[src/rtl/hit_pkg.sv]
// -----------------------------------------------------------------------------
// hit_pkg
// Shared types and constants for the target hit detector:
//   - fsm_e   : round state (IDLE / ACTIVE / DONE)
//   - phase_e : guard phase (AWAY / WATCH)
//   - default hit-box half size and guard phase lengths
//   - in_span : overflow-safe 1-D window test used by hit_box
// -----------------------------------------------------------------------------
package hit_pkg;

    typedef enum logic [1:0] {
        IDLE   = 2'd0,
        ACTIVE = 2'd1,
        DONE   = 2'd2
    } fsm_e;

    typedef enum logic {
        AWAY  = 1'b0,
        WATCH = 1'b1
    } phase_e;

    localparam logic [9:0] DEF_HALF         = 10'd16;
    localparam logic [7:0] DEF_AWAY_FRAMES  = 8'd90;
    localparam logic [7:0] DEF_WATCH_FRAMES = 8'd45;

    // True when v lies in [c - h, c + h). The lower bound is tested as
    // v + h >= c in 11 bits so a centre closer to zero than h cannot wrap.
    function automatic logic in_span(
        input logic [9:0] v,
        input logic [9:0] c,
        input logic [9:0] h
    );
        logic [10:0] v_plus_h;
        logic [10:0] c_plus_h;
        v_plus_h = {1'b0, v} + {1'b0, h};
        c_plus_h = {1'b0, c} + {1'b0, h};
        return (v_plus_h >= {1'b0, c}) && ({1'b0, v} < c_plus_h);
    endfunction

endpackage

[src/rtl/hit_box.sv]
// -----------------------------------------------------------------------------
// hit_box
// Combinational test of whether the cursor lies inside one square target.
// The box spans [X-HALF, X+HALF) in x and [Y-HALF, Y+HALF) in y.
// Ports:
//   cursor_x, cursor_y : in  10  cursor position
//   hit                : out 1   cursor inside the box
// -----------------------------------------------------------------------------
module hit_box
    import hit_pkg::*;
#(
    parameter logic [9:0] X    = 10'd0,
    parameter logic [9:0] Y    = 10'd0,
    parameter logic [9:0] HALF = DEF_HALF
) (
    input  logic [9:0] cursor_x,
    input  logic [9:0] cursor_y,
    output logic       hit
);

    assign hit = in_span(cursor_x, X, HALF) && in_span(cursor_y, Y, HALF);

endmodule

[src/rtl/target_hit_detector.sv]
// -----------------------------------------------------------------------------
// target_hit_detector
// Turns mouse clicks and the guard's watch cycle into per-target scoring
// flags and a sticky "caught" flag for the downstream game-state controller.
//
// Optional feature macro: WATCH_GRACE_EN
//   When defined, clicks during the first GRACE_FRAMES frame ticks of each
//   WATCH phase are judged as if the guard were looking away.
//
// Ports:
//   Clk             : in  1   system clock
//   Reset           : in  1   asynchronous active-high reset
//   frame_tick      : in  1   one-cycle pulse per video frame
//   game_start      : in  1   level; forces IDLE and clears all flags
//   ready           : in  1   one-cycle pulse; starts the round
//   leftButton      : in  1   raw mouse left button level
//   cursorX/cursorY : in  10  cursor position
//   scoring_A/B/C   : out 1   target hit, held until the next round
//   gameover_caught : out 1   sticky catch flag
//   guard_watching  : out 1   guard currently watching
//   phase_count     : out 8   frames remaining in the current guard phase
// -----------------------------------------------------------------------------
module target_hit_detector
    import hit_pkg::*;
#(
    parameter logic [9:0] HALF         = DEF_HALF,
    parameter logic [9:0] A_X          = 10'd120,
    parameter logic [9:0] A_Y          = 10'd240,
    parameter logic [9:0] B_X          = 10'd320,
    parameter logic [9:0] B_Y          = 10'd120,
    parameter logic [9:0] C_X          = 10'd520,
    parameter logic [9:0] C_Y          = 10'd240,
    parameter logic [7:0] AWAY_FRAMES  = DEF_AWAY_FRAMES,
    parameter logic [7:0] WATCH_FRAMES = DEF_WATCH_FRAMES
`ifdef WATCH_GRACE_EN
    ,
    parameter logic [7:0] GRACE_FRAMES = 8'd6
`endif
) (
    input  logic       Clk,
    input  logic       Reset,
    input  logic       frame_tick,
    input  logic       game_start,
    input  logic       ready,
    input  logic       leftButton,
    input  logic [9:0] cursorX,
    input  logic [9:0] cursorY,
    output logic       scoring_A,
    output logic       scoring_B,
    output logic       scoring_C,
    output logic       gameover_caught,
    output logic       guard_watching,
    output logic [7:0] phase_count
);

    fsm_e       state_q,   state_d;
    phase_e     phase_q,   phase_d;
    logic [7:0] count_q,   count_d;
    logic       btn_prev_q, btn_prev_d;
    logic       score_a_q, score_a_d;
    logic       score_b_q, score_b_d;
    logic       score_c_q, score_c_d;
    logic       caught_q,  caught_d;

    logic       hit_a_s;
    logic       hit_b_s;
    logic       hit_c_s;
    logic       click_s;
    logic       judge_watch_s;

    hit_box #(.X(A_X), .Y(A_Y), .HALF(HALF)) u_box_a (
        .cursor_x (cursorX),
        .cursor_y (cursorY),
        .hit      (hit_a_s)
    );

    hit_box #(.X(B_X), .Y(B_Y), .HALF(HALF)) u_box_b (
        .cursor_x (cursorX),
        .cursor_y (cursorY),
        .hit      (hit_b_s)
    );

    hit_box #(.X(C_X), .Y(C_Y), .HALF(HALF)) u_box_c (
        .cursor_x (cursorX),
        .cursor_y (cursorY),
        .hit      (hit_c_s)
    );

    // One event per press: a held button only counts on its rising edge.
    assign click_s = leftButton & ~btn_prev_q;

    // Clicks are judged against the current (pre-flip) phase register.
`ifdef WATCH_GRACE_EN
    assign judge_watch_s = (phase_q == WATCH) &&
                           !(count_q > (WATCH_FRAMES - GRACE_FRAMES));
`else
    assign judge_watch_s = (phase_q == WATCH);
`endif

    // Next-state logic for the round FSM, guard timer and hit flags.
    always_comb begin
        state_d    = state_q;
        phase_d    = phase_q;
        count_d    = count_q;
        score_a_d  = score_a_q;
        score_b_d  = score_b_q;
        score_c_d  = score_c_q;
        caught_d   = caught_q;
        btn_prev_d = leftButton;

        if (game_start) begin
            state_d   = IDLE;
            phase_d   = AWAY;
            count_d   = AWAY_FRAMES;
            score_a_d = 1'b0;
            score_b_d = 1'b0;
            score_c_d = 1'b0;
            caught_d  = 1'b0;
        end else begin
            case (state_q)
                IDLE: begin
                    phase_d   = AWAY;
                    count_d   = AWAY_FRAMES;
                    score_a_d = 1'b0;
                    score_b_d = 1'b0;
                    score_c_d = 1'b0;
                    caught_d  = 1'b0;
                    if (ready) begin
                        state_d = ACTIVE;
                    end else begin
                        state_d = IDLE;
                    end
                end

                ACTIVE: begin
                    // Decided on registered flags, so DONE follows one cycle
                    // after the deciding click.
                    if (caught_q || (score_a_q && score_b_q && score_c_q)) begin
                        state_d = DONE;
                    end else begin
                        state_d = ACTIVE;
                    end

                    if (frame_tick) begin
                        if (count_q == 8'd1) begin
                            if (phase_q == AWAY) begin
                                phase_d = WATCH;
                                count_d = WATCH_FRAMES;
                            end else begin
                                phase_d = AWAY;
                                count_d = AWAY_FRAMES;
                            end
                        end else begin
                            count_d = count_q - 8'd1;
                        end
                    end else begin
                        count_d = count_q;
                    end

                    // Priority A > B > C; re-hitting a scored target while
                    // the guard is away just keeps its flag set.
                    if (click_s) begin
                        if (hit_a_s) begin
                            if (judge_watch_s) begin
                                caught_d = 1'b1;
                            end else begin
                                score_a_d = 1'b1;
                            end
                        end else if (hit_b_s) begin
                            if (judge_watch_s) begin
                                caught_d = 1'b1;
                            end else begin
                                score_b_d = 1'b1;
                            end
                        end else if (hit_c_s) begin
                            if (judge_watch_s) begin
                                caught_d = 1'b1;
                            end else begin
                                score_c_d = 1'b1;
                            end
                        end else begin
                            caught_d = caught_q;
                        end
                    end else begin
                        caught_d = caught_q;
                    end
                end

                DONE: begin
                    state_d = DONE;
                end

                default: begin
                    state_d   = IDLE;
                    phase_d   = AWAY;
                    count_d   = AWAY_FRAMES;
                    score_a_d = 1'b0;
                    score_b_d = 1'b0;
                    score_c_d = 1'b0;
                    caught_d  = 1'b0;
                end
            endcase
        end
    end

    // State and output registers.
    always_ff @(posedge Clk or posedge Reset) begin
        if (Reset) begin
            state_q    <= IDLE;
            phase_q    <= AWAY;
            count_q    <= AWAY_FRAMES;
            btn_prev_q <= 1'b0;
            score_a_q  <= 1'b0;
            score_b_q  <= 1'b0;
            score_c_q  <= 1'b0;
            caught_q   <= 1'b0;
        end else begin
            state_q    <= state_d;
            phase_q    <= phase_d;
            count_q    <= count_d;
            btn_prev_q <= btn_prev_d;
            score_a_q  <= score_a_d;
            score_b_q  <= score_b_d;
            score_c_q  <= score_c_d;
            caught_q   <= caught_d;
        end
    end

    assign scoring_A       = score_a_q;
    assign scoring_B       = score_b_q;
    assign scoring_C       = score_c_q;
    assign gameover_caught = caught_q;
    assign guard_watching  = (phase_q == WATCH);
    assign phase_count     = count_q;

endmodule

[config.mk]
export PLATFORM = sky130hd
export DESIGN_NAME = target_hit_detector
export DESIGN_NICKNAME = d
export VERILOG_FILES = /design/src/rtl/hit_pkg.sv /design/src/rtl/hit_box.sv /design/src/rtl/target_hit_detector.sv
export SDC_FILE = /design/constraint.sdc
export NUM_CORES = 1
export LEC_CHECK = 0
export ABC_CLOCK_PERIOD_IN_PS = 5500
export CAP_MARGIN = 20
export CORE_UTILIZATION = 54
export CTS_BUF_LIST = sky130_fd_sc_hd__clkbuf_8
export CTS_CLUSTER_SIZE = 40
export DETAILED_ROUTE_END_ITERATION = 16
export PLACE_DENSITY = 0.88
export SLEW_MARGIN = 20
export SYNTH_ARGS = -nofsm -noshare
export SYNTH_HDL_FRONTEND = slang
export SYNTH_HIERARCHICAL = 1
export SYNTH_SLANG_ARGS = --single-unit
[constraint.sdc]
create_clock -name Clk -period 5.5 [get_ports Clk]
set_clock_uncertainty 0.15 [all_clocks]
set_input_delay 1.375 -clock Clk [delete_from_list [all_inputs] [get_ports Clk]]
set_output_delay 1.375 -clock Clk [all_outputs]
set_load 0.02 [all_outputs]
==> out/metrics.cfg, run 1 <==
[run_status]
run_status=complete, no violations

[global_routing]
grt.total_usage=0.264
grt_first_pass_wirelength_microns=5620
grt_overflow=0
first_global_vias=1283
grt_antenna_before_repair=0
grt_max_degree=17

[power_and_ir_drop]
leak_pwr_nw=0.788
power_density_nw_per_um2=166
ir_drop_uv=238

[clock_network]
insertion_delay_ns=0.25
cts_hold_buf=0
cts_tree=done
ctsLongestPathBuffers=2
htreeDepth=1
postCtsResizedCells=0
post_cts.repair.setup_buffers=0
cts-buffers-inserted=3
cts_sinks=16
clk_pin_slew_worst_paths_ns=0.07
root_buffer=clkbuf_8

[detailed_routing]
detail_route.wirelength_microns=3640
drt_iter0_drc=44
detailroute.via_count=1509
drt-pass1-iter-count=4
detail-route-antenna-nets=0
viasPerCell=6.24
drcViolationCount=0
avgRoutedWirePerCell_microns=15.0

[synth]
post_synth_num_cell_types=49
synthesis.area_sq_um=1460
synth_enable_flop_cells=0
post-synth-top-area-fraction=0.206
synth_top_cell_by_area=dfrtp_1
synth-async-reset-ratio=1.00
synth_top_flop_cell=dfrtp_1
ys.warnings.count=6
synth.yosys.seq_area_share=0.278
synthesis_stage_register_bit_count=16
syn-num-nets=214
synthTopCellsByArea=dfrtp_1 21%, ha_1 14%, dfstp_2 7.2%, a21oi_1 4.5%, inv_1 3.6%
postSynthCellCount=172
syn_area_per_cell_sq_um=8.48

[cells_and_area]
fillCellCount=192
area_occupied_by_multi_input_gates_sq_um=991
layout.nets=255
post-route-util=0.762
synthesis_to_finish_area_growth_pct=31.7
drive_gt1_frac=0.0708
final_design_area_no_fill_sq_um=1920
area.sequential_sq_um=405
antennaDiodeCount=0

[sta]
fin_hold_ws_ns=0.360
rsz_0062_raised_after_global_routing=no
period_minus_slack_ns=3.84
drv_slew=0
setup-tns-final_ns=0
maximum_operating_frequency_ghz=0.261
post-route-period-util=0.698
final_critical_path_setup_slack_ns=1.66
finalHoldViolations=0
tightest_slew_margin_relative_to_the_limit=0.474
tightest_slew_ns=0.787
setup_viol_count_final=0

[run]
cap_viol_max_count=0

[worst_setup_path]
critPathKind=input pin to flip-flop
critical-path-slowest-cell=clkdlybuf4s50_1
critical_path.endpoint_type=flip-flop
critical_path_required_ns=5.53
path_max_fanout=11
cpLargestDelayFamily=simple AND/OR/NAND/NOR gates
cp-start-kind=input pin
cp_cell_sequence=clkdlybuf4s50_1 -> inv_1 -> ha_1 -> a211oi_1 -> nand3_1 -> a211o_1 -> nor4_1 -> nor3_1 -> nor4b_1 -> o21ai_0 -> a21oi_1
critical_path_arrival_ns=3.87
critical_path.max_stage_delay_ns=0.68
critical_path_buf_inv_count=2

[place]
gp_congestion=0.842
portBuffers=38
preCtsSetupSlack_ns=1.43
post_dp_cell_area_sq_um=1870
dp_hpwl_microns=2720

[die]
placement_rows=18
placeableCoreArea_sq_um=2520
ioPinCount=39
initial_util=0.578
die_x_microns=54.0
die_height_microns=54.0
die_area_sq_um=2910

[hold_path]
hp-class=flip-flop to flip-flop

## routing by layer
layer	track usage	vias to the layer above	wire length [microns]
met5	0	-	0
met4	0.0256	0	21
met3	0.0706	2	185
met2	0.438	60	1760
met1	0.354	718	1670
li1	-	729	-
## synth_stat cells, drive strengths merged, types with 2 or more instances
master	n
nor4b	3
nor3b	5
ha	16
or4	2
nand3b	2
buf	2
nor4	5
o21ai	11
o22ai	2
inv	14
a221oi	2
dfrtp	12
nor2	14
nand2	11
dfstp	4
a21oi	13
nand3	4
a31oi	3
a211oi	4
o31ai	2
nor2b	3
nand2b	2
and3b	2
mux2i	2
a211o	2
nor3	7
xor2	2
or3	3
o21bai	2
## kinds of logic after synthesis
family / count (synthesis) / synth area share
flops: 16 / 0.278
compound gates: 52 / 0.250
fa+ha+maj: 16 / 0.137
buf+inv: 16 / 0.0429
mux: 3 / 0.0214
simple gates: 67 / 0.258
xor+xnor: 2 / 0.0120
## tightest hold or removal path, delay by kind of cell, from the launching register on
family | cells | cell delay (ns)
buf+inv | 1 | 0.05
compound gates | 1 | 0.05
flops | 1 | 0.40
## path summary, 6_finish.rpt
| path | start | endpoint | slack (ns) | cells after the start |
|---|---|---|---|---|
| max | cursorX[5] | gameover_caught | 1.66 | 11 |
| min | phase_count[4] | phase_count[4] | 0.36 | 2 |
| max reg2reg | phase_count[1] | phase_count[7] | 3.39 | 6 |
| min reg2reg | phase_count[4] | phase_count[4] | 0.36 | 2 |
| max in group asynchronous | Reset | state_q[1] | 3.46 | 2 |
| min in group asynchronous | Reset | phase_count[5] | 1.34 | 2 |
## stage by stage
stage	cells	power [W]
2_1_floorplan	172	0.000170
3_3_place_gp	238	0.000210
3_5_place_dp	238	0.000214
4_1_cts	242	0.000321
5_1_grt	242	0.000336
6_report	242	0.000320
## area by class of cell
cell class / instances / area share
inverter: 14 / 0.0273
tap: 30 / 0.0195
sequential: 16 / 0.211
timing repair buffer: 38 / 0.198
multi-input combinational: 140 / 0.516
clock buffer: 4 / 0.0286
## placed cells by master (no fill, tap or decap), drive strengths merged, types with 2 or more instances in the layout
cell            n
clkdlybuf4s50  38
ha             16
inv            14
nor2           14
a21oi          13
dfrtp          12
nand2          11
o21ai          11
nor3            7
nor3b           5
nor4            5
nand3           4
clkbuf          4
dfstp           4
a211oi          4
nor2b           3
or3             3
a31oi           3
nor4b           3
or4             2
mux2i           2
o31ai           2
o21bai          2
nand2b          2
xor2            2
nand3b          2
a221oi          2
and3b           2
a211o           2
o22ai           2
## registers in the layout, indices dropped and copies added, names as in the netlist
signal,cells
scoring_C,1
phase_count,8
gameover_caught,1
guard_watching,1
scoring_B,1
scoring_A,1
state_q,2
btn_prev_q,1
## power breakdown
part | internal, W | leakage, nW | total [W] | switching, W
combinational | 0.0000399 | 0.553 | 0.0000820 | 0.0000421
clock | 0.0000636 | 0.0288 | 0.000107 | 0.0000430
sequential | 0.000125 | 0.206 | 0.000131 | 0.00000640
(Power assumes the default switching activity.)
==> inputs of run 2 (changes only) <==
--- a/config.mk
+++ b/config.mk
@@ -5,13 +5,13 @@
 export SDC_FILE = /design/constraint.sdc
 export NUM_CORES = 1
 export LEC_CHECK = 0
-export ABC_CLOCK_PERIOD_IN_PS = 5500
+export ABC_CLOCK_PERIOD_IN_PS = 3200
 export CAP_MARGIN = 20
-export CORE_UTILIZATION = 54
+export CORE_UTILIZATION = 45
 export CTS_BUF_LIST = sky130_fd_sc_hd__clkbuf_8
 export CTS_CLUSTER_SIZE = 40
 export DETAILED_ROUTE_END_ITERATION = 16
-export PLACE_DENSITY = 0.88
+export PLACE_DENSITY = 0.78
 export SLEW_MARGIN = 20
 export SYNTH_ARGS = -nofsm -noshare
 export SYNTH_HDL_FRONTEND = slang
==> constraint.sdc (replaced) <==
create_clock -name Clk -period 3.2 [get_ports Clk]
set_clock_uncertainty 0.15 [all_clocks]
set_input_delay 0.8 -clock Clk [delete_from_list [all_inputs] [get_ports Clk]]
set_output_delay 0.8 -clock Clk [all_outputs]
set_load 0.02 [all_outputs]
==> run 2 against run 1 <==
Clock-buffer cell count shrank 1; flip-flop and latch count stayed put; register-to-register slack got worse by 2.3 ns; first-iteration DRC count rose to 2.8 times the previous value; highest routed layer unchanged.
==> out/metrics.cfg, run 2 (same netlist as run 1, synthesis figures left out) <==
[run_status]
run_status=complete, no violations

[worst_setup_path]
cp_cell_sequence=clkdlybuf4s50_1 -> inv_1 -> ha_1 -> a2111oi_0 -> nor4_2 -> buf_4 -> nor4bb_1 -> o22a_1
critical-path-slowest-cell=clkdlybuf4s50_1
critical_path_required_ns=3.24
path_max_fanout=5
register_to_register_setup_slack_ns=1.06
critical_path_arrival_ns=3.01
critical_path.max_stage_delay_ns=0.56
critPathKind=input pin to flip-flop
cp-start-kind=input pin
critical_path.endpoint_type=flip-flop

[cells_and_area]
max_reg_flops=8
stdcell_count=272
layout.nets=271
antennaDiodeCount=0
most-common-layout-cells=36 x clkdlybuf4s50_1, 16 x ha_1, 16 x buf_4
layout_commonest_cell=clkdlybuf4s50_1
fillCellCount=256
final_design_area_no_fill_sq_um=2080
synthesis_to_finish_area_growth_pct=42.6
drive_gt1_frac=0.145

[detailed_routing]
drt_iter0_drc=125
highest-signal-layer=met4
detail-route-antenna-nets=0
drcViolationCount=0
detailroute.via_count=1537
avgRoutedWirePerCell_microns=14.1
met2WireLength_microns=1820
wl_met1_microns=1770
detail_route.wirelength_microns=3830
route.met3.wl_microns=209
viasPerCell=5.65
drt-pass1-iter-count=4

[sta]
post-route-period-util=0.929
final_critical_path_setup_slack_ns=0.227
rsz_0062_raised_after_global_routing=no
period_minus_slack_ns=2.97
tightest_slew_margin_relative_to_the_limit=0.580
maximum_operating_frequency_ghz=0.336
tightest_slew_ns=0.629
setup_viol_count_final=0
finalHoldViolations=0
drv_slew=0

[hold_path]
hp-class=flip-flop to flip-flop

[power_and_ir_drop]
power_density_nw_per_um2=258
ir_drop_uv=133
leak_pwr_nw=0.885

[clock_network]
root_buffer=clkbuf_8
cts_hold_buf=0
cts_sinks=16
htreeDepth=1
cts_tree=done
cts-buffers-inserted=3
insertion_delay_ns=0.25
clk_pin_slew_worst_paths_ns=0.06
ctsLongestPathBuffers=2

[die]
die_x_microns=58.9
initial_util=0.478
placeableCoreArea_sq_um=3050
placement_rows=20
ioPinCount=39
die_area_sq_um=3470
die_height_microns=58.9

[place]
post_dp_cell_area_sq_um=2000
gp_congestion=0.892
place_inst=267
dp_hpwl_microns=3060
portBuffers=38
preCtsSetupSlack_ns=-0.111

[global_routing]
grt_max_degree=17
grt_first_pass_wirelength_microns=6470
first_global_vias=1439
grt_antenna_before_repair=0
grt_overflow=0
grt.total_usage=0.240

[run]
cap_viol_max_count=0

==> run 2: changes by cell type in the layout (fill, tap and decap cells not counted), sizes merged <==
cell	delta
dlymetal6s2s	+2
clkdlybuf4s50	-2
buf	+16
clkbuf	-1
inv	+1
==> run 2: worst max-delay path: cells and delay by family <==
family	cells	cell delay, ns
AOI/OAI and AO/OA	2	0.72
adders and majority gates	1	0.28
buffers and inverters	3	0.81
and+or+nand+nor	2	0.40
==> run 2: path summary, 6_finish.rpt <==
check / endpoint / from / depth (start not counted)
setup / recovery: scoring_C / cursorY[5] / 8
hold / removal: phase_count[4] / phase_count[4] / 2
setup reg to reg: phase_count[7] / phase_count[1] / 6
hold reg to reg: phase_count[4] / phase_count[4] / 2
max in group asynchronous: phase_count[0] / Reset / 2
min in group asynchronous: scoring_B / Reset / 2
==> run 2: where the power goes <==
part | switching [W] | internal, W
clock network | 0.0000691 | 0.0000851
logic | 0.0000771 | 0.0000797
registers | 0.0000111 | 0.000215
total | 0.000157 | 0.000380
==> run 2: routing by layer <==
layer	track usage	vias to the layer above
met2	0.406	55
li1	-	764
met1	0.329	714
met3	0.0286	4
met4	0.0510	0
met5	0	-
==> run 2: final cells by class <==
cell class                      count  area, sq um  share of cell area
Sequential cell                    16          405               0.195
Timing Repair Buffer               54          505               0.243
Inverter                           14         52.6              0.0253
Clock buffer                        3         41.3              0.0198
Clock inverter                      1         3.75             0.00180
Multi-Input combinational cell    140         1020               0.489
Tap cell                           44         55.1              0.0265
==> run 2: repair_timing <==
| item | in CTS | in global routing |
|---|---|---|
| setup endpoints to repair | 0 | 1 |
| setup buffers | 0 | 1 |
| gates resized for setup | 0 | 6 |
==> run 2: per-stage QoR <==
step / total power [W] / util / hold WS [ns] / setup TNS [ns]
4_1_cts: 0.000536 / 0.669 / 0.355 / 0
2_1_floorplan: 0.000293 / - / 0.338 / 0
3_5_place_dp: 0.000382 / 0.654 / 0.346 / -0.167
5_1_grt: 0.000566 / 0.682 / 0.380 / 0
3_3_place_gp: 0.000376 / 0.654 / 0.336 / -0.00251
6_report: 0.000537 / 0.682 / 0.356 / 0
